File: src/rtl/conf_loader_if.sv
// Signal bundle connecting conf_loader to its requester, the configuration memory and the register file.
// Handshake: start is a single-cycle request, accepted only while the loader is idle
// (busy=0 and done=0). There is no ready/backpressure; a requester waits for done and
// may issue the next start in the cycle after done.
interface conf_loader_if #(
    parameter int MEM_ADDR_W = 16
);
    logic                  start;
    logic [MEM_ADDR_W-1:0] base_addr;
    logic [5:0]            first_index;
    logic [5:0]            num_words;
    logic                  mem_rd_en;
    logic [MEM_ADDR_W-1:0] mem_rd_addr;
    logic [31:0]           mem_rd_data;
    logic                  wr_en_ext;
    logic [31:0]           wr_addr_ext;
    logic [31:0]           wr_data_ext;
    logic                  busy;
    logic                  done;
    logic                  err;
    logic [1:0]            state_dbg;

    modport master (
        input  start, base_addr, first_index, num_words, mem_rd_data,
        output mem_rd_en, mem_rd_addr, wr_en_ext, wr_addr_ext, wr_data_ext,
               busy, done, err, state_dbg
    );

    modport slave (
        output start, base_addr, first_index, num_words, mem_rd_data,
        input  mem_rd_en, mem_rd_addr, wr_en_ext, wr_addr_ext, wr_data_ext,
               busy, done, err, state_dbg
    );
endinterface

File: src/rtl/conf_loader.sv
// Configuration loader: streams a block of words from configuration memory into the
// register file, one pipelined read per cycle and one in-order write per returned word.
module conf_loader #(
    parameter int CONF_REGISTERS_SIZE = 32,
    parameter int MEM_ADDR_W          = 16,
    parameter int MEM_RD_LATENCY      = 1
) (
    input  logic          clk,
    input  logic          reset,
    conf_loader_if.master bus
);
    localparam logic [1:0] S_IDLE   = 2'd0;
    localparam logic [1:0] S_FETCH  = 2'd1;
    localparam logic [1:0] S_DRAIN  = 2'd2;
    localparam logic [1:0] S_FINISH = 2'd3;
    localparam logic [6:0] REG_LIMIT = 7'(CONF_REGISTERS_SIZE);

    logic [1:0]                state_q, state_d;
    logic                      rd_en_q, rd_en_d;
    logic [MEM_ADDR_W-1:0]     rd_addr_q, rd_addr_d;
    logic [5:0]                first_q, first_d;
    logic [5:0]                num_q, num_d;
    logic [5:0]                rd_cnt_q, rd_cnt_d;
    logic [5:0]                wr_cnt_q, wr_cnt_d;
    logic [MEM_RD_LATENCY-1:0] vld_q, vld_d;
    logic                      wr_en_q, wr_en_d;
    logic [31:0]               wr_addr_q, wr_addr_d;
    logic [31:0]               wr_data_q, wr_data_d;
    logic                      err_q, err_d;

    logic [6:0] end_index;
    logic       ret_valid;
    logic       accept;

    // Range check on a 7-bit sum so first_index up to 63 plus 32 words cannot wrap.
    assign end_index = {1'b0, bus.first_index} + {1'b0, bus.num_words};
    assign ret_valid = vld_q[MEM_RD_LATENCY-1];
    assign accept    = (state_q == S_IDLE) && bus.start;

    always_comb begin
        state_d   = state_q;
        rd_en_d   = 1'b0;
        rd_addr_d = rd_addr_q;
        first_d   = first_q;
        num_d     = num_q;
        rd_cnt_d  = rd_cnt_q;
        err_d     = err_q;
        case (state_q)
            S_IDLE: begin
                if (bus.start) begin
                    first_d  = bus.first_index;
                    num_d    = bus.num_words;
                    err_d    = 1'b0;
                    rd_cnt_d = '0;
                    if (end_index > REG_LIMIT) begin
                        err_d   = 1'b1;
                        state_d = S_FINISH;
                    end else if (bus.num_words == '0) begin
                        state_d = S_FINISH;
                    end else begin
                        state_d   = S_FETCH;
                        rd_en_d   = 1'b1;
                        rd_addr_d = bus.base_addr;
                        rd_cnt_d  = 6'd1;
                    end
                end
            end
            S_FETCH: begin
                // rd_cnt_q counts reads issued including the one on the bus this cycle.
                if (rd_cnt_q == num_q) begin
                    state_d = S_DRAIN;
                end else begin
                    rd_en_d   = 1'b1;
                    rd_addr_d = rd_addr_q + MEM_ADDR_W'(1);
                    rd_cnt_d  = rd_cnt_q + 6'd1;
                end
            end
            S_DRAIN: begin
                if (wr_en_q && (wr_cnt_q == num_q)) begin
                    state_d = S_FINISH;
                end
            end
            default: begin
                state_d = S_IDLE;
            end
        endcase
    end

    always_comb begin
        vld_d    = '0;
        vld_d[0] = rd_en_q;
        for (int i = 1; i < MEM_RD_LATENCY; i++) begin
            vld_d[i] = vld_q[i-1];
        end
        wr_en_d   = ret_valid;
        wr_addr_d = wr_addr_q;
        wr_data_d = wr_data_q;
        wr_cnt_d  = wr_cnt_q;
        if (accept) begin
            wr_cnt_d = '0;
        end
        if (ret_valid) begin
            wr_addr_d = {26'd0, first_q + wr_cnt_q};
            wr_data_d = bus.mem_rd_data;
            wr_cnt_d  = wr_cnt_q + 6'd1;
        end
    end

    always_ff @(posedge clk or negedge reset) begin
        if (!reset) begin
            state_q   <= S_IDLE;
            rd_en_q   <= 1'b0;
            rd_addr_q <= '0;
            first_q   <= '0;
            num_q     <= '0;
            rd_cnt_q  <= '0;
            wr_cnt_q  <= '0;
            vld_q     <= '0;
            wr_en_q   <= 1'b0;
            wr_addr_q <= '0;
            wr_data_q <= '0;
            err_q     <= 1'b0;
        end else begin
            state_q   <= state_d;
            rd_en_q   <= rd_en_d;
            rd_addr_q <= rd_addr_d;
            first_q   <= first_d;
            num_q     <= num_d;
            rd_cnt_q  <= rd_cnt_d;
            wr_cnt_q  <= wr_cnt_d;
            vld_q     <= vld_d;
            wr_en_q   <= wr_en_d;
            wr_addr_q <= wr_addr_d;
            wr_data_q <= wr_data_d;
            err_q     <= err_d;
        end
    end

    assign bus.mem_rd_en   = rd_en_q;
    assign bus.mem_rd_addr = rd_addr_q;
    assign bus.wr_en_ext   = wr_en_q;
    assign bus.wr_addr_ext = wr_addr_q;
    assign bus.wr_data_ext = wr_data_q;
    assign bus.err         = err_q;
    assign bus.done        = (state_q == S_FINISH);
    // A real load drops busy after its last write; empty/errored requests are busy only in their done cycle.
    assign bus.busy        = (state_q == S_FETCH) || (state_q == S_DRAIN) ||
                             ((state_q == S_FINISH) && (err_q || (num_q == '0)));
    assign bus.state_dbg   = state_q;
endmodule

File: src/flat_wrapper.sv
// flat-port wrapper written by rule: the top's interface ports become plain ports
module conf_loader_flat 
#(
    parameter int CONF_REGISTERS_SIZE = 32,
    parameter int MEM_ADDR_W          = 16,
    parameter int MEM_RD_LATENCY      = 1
)
  (clk, reset, bus_start, bus_base_addr, bus_first_index, bus_num_words, bus_mem_rd_data, bus_mem_rd_en, bus_mem_rd_addr, bus_wr_en_ext, bus_wr_addr_ext, bus_wr_data_ext, bus_busy, bus_done, bus_err, bus_state_dbg);
  conf_loader_if #(.MEM_ADDR_W(MEM_ADDR_W)) bus_i ();
  input  logic clk;
  input  logic reset;
  input wire logic [$bits(bus_i.start)-1:0] bus_start;
  input wire logic [$bits(bus_i.base_addr)-1:0] bus_base_addr;
  input wire logic [$bits(bus_i.first_index)-1:0] bus_first_index;
  input wire logic [$bits(bus_i.num_words)-1:0] bus_num_words;
  input wire logic [$bits(bus_i.mem_rd_data)-1:0] bus_mem_rd_data;
  output wire logic [$bits(bus_i.mem_rd_en)-1:0] bus_mem_rd_en;
  output wire logic [$bits(bus_i.mem_rd_addr)-1:0] bus_mem_rd_addr;
  output wire logic [$bits(bus_i.wr_en_ext)-1:0] bus_wr_en_ext;
  output wire logic [$bits(bus_i.wr_addr_ext)-1:0] bus_wr_addr_ext;
  output wire logic [$bits(bus_i.wr_data_ext)-1:0] bus_wr_data_ext;
  output wire logic [$bits(bus_i.busy)-1:0] bus_busy;
  output wire logic [$bits(bus_i.done)-1:0] bus_done;
  output wire logic [$bits(bus_i.err)-1:0] bus_err;
  output wire logic [$bits(bus_i.state_dbg)-1:0] bus_state_dbg;
  assign bus_i.start = bus_start;
  assign bus_i.base_addr = bus_base_addr;
  assign bus_i.first_index = bus_first_index;
  assign bus_i.num_words = bus_num_words;
  assign bus_i.mem_rd_data = bus_mem_rd_data;
  assign bus_mem_rd_en = bus_i.mem_rd_en;
  assign bus_mem_rd_addr = bus_i.mem_rd_addr;
  assign bus_wr_en_ext = bus_i.wr_en_ext;
  assign bus_wr_addr_ext = bus_i.wr_addr_ext;
  assign bus_wr_data_ext = bus_i.wr_data_ext;
  assign bus_busy = bus_i.busy;
  assign bus_done = bus_i.done;
  assign bus_err = bus_i.err;
  assign bus_state_dbg = bus_i.state_dbg;
  conf_loader #(.CONF_REGISTERS_SIZE(CONF_REGISTERS_SIZE), .MEM_ADDR_W(MEM_ADDR_W), .MEM_RD_LATENCY(MEM_RD_LATENCY)) u_core (.clk(clk), .reset(reset), .bus(bus_i));
endmodule
File: config.mk
export PLATFORM = sky130hd
export DESIGN_NAME = conf_loader_flat
export DESIGN_NICKNAME = d
export VERILOG_FILES = /design/src/rtl/conf_loader_if.sv /design/src/rtl/conf_loader.sv /design/src/flat_wrapper.sv
export SDC_FILE = /design/constraint.sdc
export NUM_CORES = 1
export LEC_CHECK = 0
export ABC_AREA = 1
export CORE_MARGIN = 1.5
export CORE_UTILIZATION = 25
export CTS_BUF_LIST = sky130_fd_sc_hd__clkbuf_4 sky130_fd_sc_hd__clkbuf_8
export CTS_CLUSTER_DIAMETER = 30
export DETAILED_ROUTE_END_ITERATION = 12
export PLACE_DENSITY = 0.57
export SETUP_SLACK_MARGIN = 0.4
export SKIP_CTS_REPAIR_TIMING = 1
export SYNTH_ARGS = -nofsm -noshare
export SYNTH_HDL_FRONTEND = slang
export SYNTH_SLANG_ARGS = --single-unit
File: constraint.sdc
create_clock -name clk -period 1.63 [get_ports clk]
set_input_delay 0.2445 -clock clk [delete_from_list [all_inputs] [get_ports clk]]
set_output_delay 0.2445 -clock clk [all_outputs]
set_load 0.02 [all_outputs]
==> run_results.csv <==
group,metric,value,unit
worst_setup_path,cp_max_fo,2,
global_route,antenna_found_initial,0,
worst_hold_path,min-delay-start,"bus_first_index[0]",
outcome,status,"finished with violations",
placement,routabilityCongestion,0.810,
logic_synthesis,syn_inst,639,
routing,met3WireLength,551,um
routing,vias,4597,
routing,dr.pass1.iters,4,
logic_synthesis,yosysTopAreaCell,"dfrtp_1",
clock_network,cts_tree,"done",
global_route,grt_pass1_wl,20800,um
worst_setup_path,cp-startpoint,"u_core.num_q[3]",
timing,finalCritPeriodShare,109,%
die,die_w,142,um
global_route,grt-ovfl-total,0,
final_layout,drive_above_1_share,32.7,%
timing,hold_viol,0,
worst_hold_path,hp-class,"input pin to register",
die,core,0.0188,sq mm
logic_synthesis,synthFlopType,"dfrtp_1",
routing,drc_errors,0,
timing,fmax,561,MHz
timing,finalMaxSlewViolations,0,
final_layout,final_cell_mix,"237 x nand2_1, 76 x dfrtp_1, 51 x clkdlybuf4s50_1",
final_layout,design_area,0.00752,sq mm
timing,final.min_clock_period,1780,ps
routing,highest_layer,"met4",
timing,rsz0062_at_grt,"true",
worst_setup_path,worstPathArrival,1540,ps
clock_network,cts_buffer_depth,2,
placement,post-dp-hpwl,9560,um
worst_setup_path,end_kind,"output pin",
pwr,leakagePower,3.85,nW
final_layout,fin_nets,917,
timing,fin_worst_skew,10.3,ps
logic_synthesis,seq_area_frac_synth,43.8,%
placement,port_buffers,123,
logic_synthesis,ys_seq_elements,84,
die,start_util,25.6,%
global_route,grt_max_degree,85,
logic_synthesis,synth_top_area_share,43.8,%
worst_setup_path,crit_path_start_kind,"register",
clock_network,clock_latency,370,ps
logic_synthesis,synth_area_per_cell,7.52,sq um
clock_network,root_buffer,"clkbuf_8",
logic_synthesis,synth_area,0.00480,sq mm
global_route,grt_pass1_vias,4224,
routing,wl,13600,um
routing,drtAntennaViolNets,0,
global_route,grt_usage,13.1,%
timing,setup_viol,22,
placement,pre_cts_slack,-894,ps
final_layout,final_common_cell,"nand2_1",
clock_network,cts.clk_slew.worst_paths,90,ps
die,die_h,142,um
die,die_area,0.0201,sq mm
timing,setup_tns,-1680,ps
die,placementRows,50,
routing,vias_per_cell,4.28,
clock_network,cts_made_buffers,9,
placement,place_area,0.00674,sq mm
run,max_cap_violations,0,
logic_synthesis,synth.area.top_cells,"dfrtp_1 44%, nand2_1 21%, ha_1 4.9%",
timing,worst_slack,-152,ps
pwr,p_per_area,1880,mW/mm^2
logic_synthesis,ys_warn_count,0,
logic_synthesis,synthDistinctLibCells,34,
routing,m1WireLength,5880,um
logic_synthesis,ys_async_sr_fraction,100,%
worst_setup_path,reg2reg_from,"u_core.num_q[5]",
die,boundaryPins,150,
logic_synthesis,synth_edf_count,0,
worst_setup_path,critPathKind,"register to output pin",
clock_network,htree_levels,3,
final_layout,syn_to_final_growth,56.4,%
routing,met2_length,6900,um
clock_network,cts_sinks,84,
worst_setup_path,required,1390,ps
routing,drt-initial-drc-count,221,
pwr,ir_drop,0.832,mV
routing,post_drt_wl_per_cell,12.7,um
outcome,violations,"setup timing",
==> worst max-delay path, stage by stage (launching register included) <==
cell	delay, ps
dfrtp_1	390
inv_2	60
nand4_1	130
nor3_2	270
o21ai_1	120
nand2_2	80
buf_6	110
==> flip-flops by register name, summed over array words and instances, names as in the netlist <==
signal / cells
u_core.bus.wr_data_ext: 32
u_core.bus.mem_rd_addr: 16
u_core.bus.wr_addr_ext: 6
u_core.first_q: 6
u_core.num_q: 6
u_core.rd_cnt_q: 6
u_core.wr_cnt_q: 6
u_core.bus.state_dbg: 2
u_core.bus.err: 1
u_core.bus.mem_rd_en: 1
u_core.bus.wr_en_ext: 1
u_core.ret_valid: 1
==> kinds of logic (layout without fill, tap and decap cells) <==
kind of cell               after synthesis  after routing  share of synthesized area, %
adders and majority gates               21             21                          5.78
other                                    1             27                        0.0781
xor gates and xnor gates                14             14                          2.55
and+or+nand+nor                        361            362                          30.8
muxes                                    1              1                         0.208
buffers and inverters                  104            277                          10.5
DFF                                     84             84                          43.8
AOI/OAI and AO/OA                       53             53                          6.25
==> layer usage <==
metal	track usage (%)	vias to the layer above
met4	5.15	0
li1	-	2350
met1	16.3	2155
met2	21.9	77
met3	3.31	15
met5	0	-
==> final timing paths <==
kind | to | slack [ps] | cells past startpoint
min in group asynchronous | u_core.bus.mem_rd_addr[13] | 440 | 3
max in group asynchronous | u_core.bus.state_dbg[0] | 810 | 3
worst max register to register | u_core.bus.mem_rd_addr[13] | -90 | 10
worst max-delay path | bus_busy | -150 | 6
worst min-delay path | u_core.first_q[0] | 70 | 3
worst min register to register | u_core.ret_valid | 430 | 0
==> where the power goes <==
| part | internal [mW] | switching [mW] | total (mW) |
|---|---|---|---|
| logic | 3.96 | 4.90 | 8.86 |
| registers | 3.05 | 0.777 | 3.83 |
| clock network | 0.672 | 0.762 | 1.43 |
==> cell type report <==
type / instances / area [sq um]
fillers: 1936 / 11300
multi-input cells: 477 / 2780
flip-flops and latches: 84 / 2110
repair buffers: 201 / 1900
well taps: 234 / 293
inverters: 60 / 243
clock buffers: 13 / 166
clock inverters: 3 / 21.3
diodes: 1 / 2.50
==> per-stage QoR <==
stage          hold slack, ps  power, mW  utilization [%]  std cells
3_5_place_dp              327       11.4             35.9       1030
4_1_cts                 -90.2       12.9             36.9       1046
5_1_grt                  56.3       15.3             40.0       1072
2_1_floorplan           -51.1       8.11                -        664
3_3_place_gp              326       11.3             35.9       1030
6_report                 74.8       14.1             40.0       1073
==> synth_stat cells, types with 2 or more instances <==
| cell | count |
|---|---|
| a21oi_1 | 11 |
| a21oi_4 | 2 |
| a31oi_1 | 3 |
| buf_1 | 2 |
| buf_4 | 29 |
| clkbuf_1 | 12 |
| dfrtp_1 | 84 |
| fa_1 | 2 |
| ha_1 | 19 |
| inv_1 | 57 |
| inv_2 | 2 |
| nand2_1 | 266 |
| nand2_2 | 2 |
| nand2_4 | 2 |
| nand3_1 | 42 |
| nand3b_1 | 2 |
| nand4_1 | 8 |
| nor2_1 | 28 |
| nor3_1 | 7 |
| o21ai_0 | 31 |
| o21ai_1 | 3 |
| xnor2_1 | 2 |
| xor2_1 | 12 |
Power figures use the tool's default switching activity.
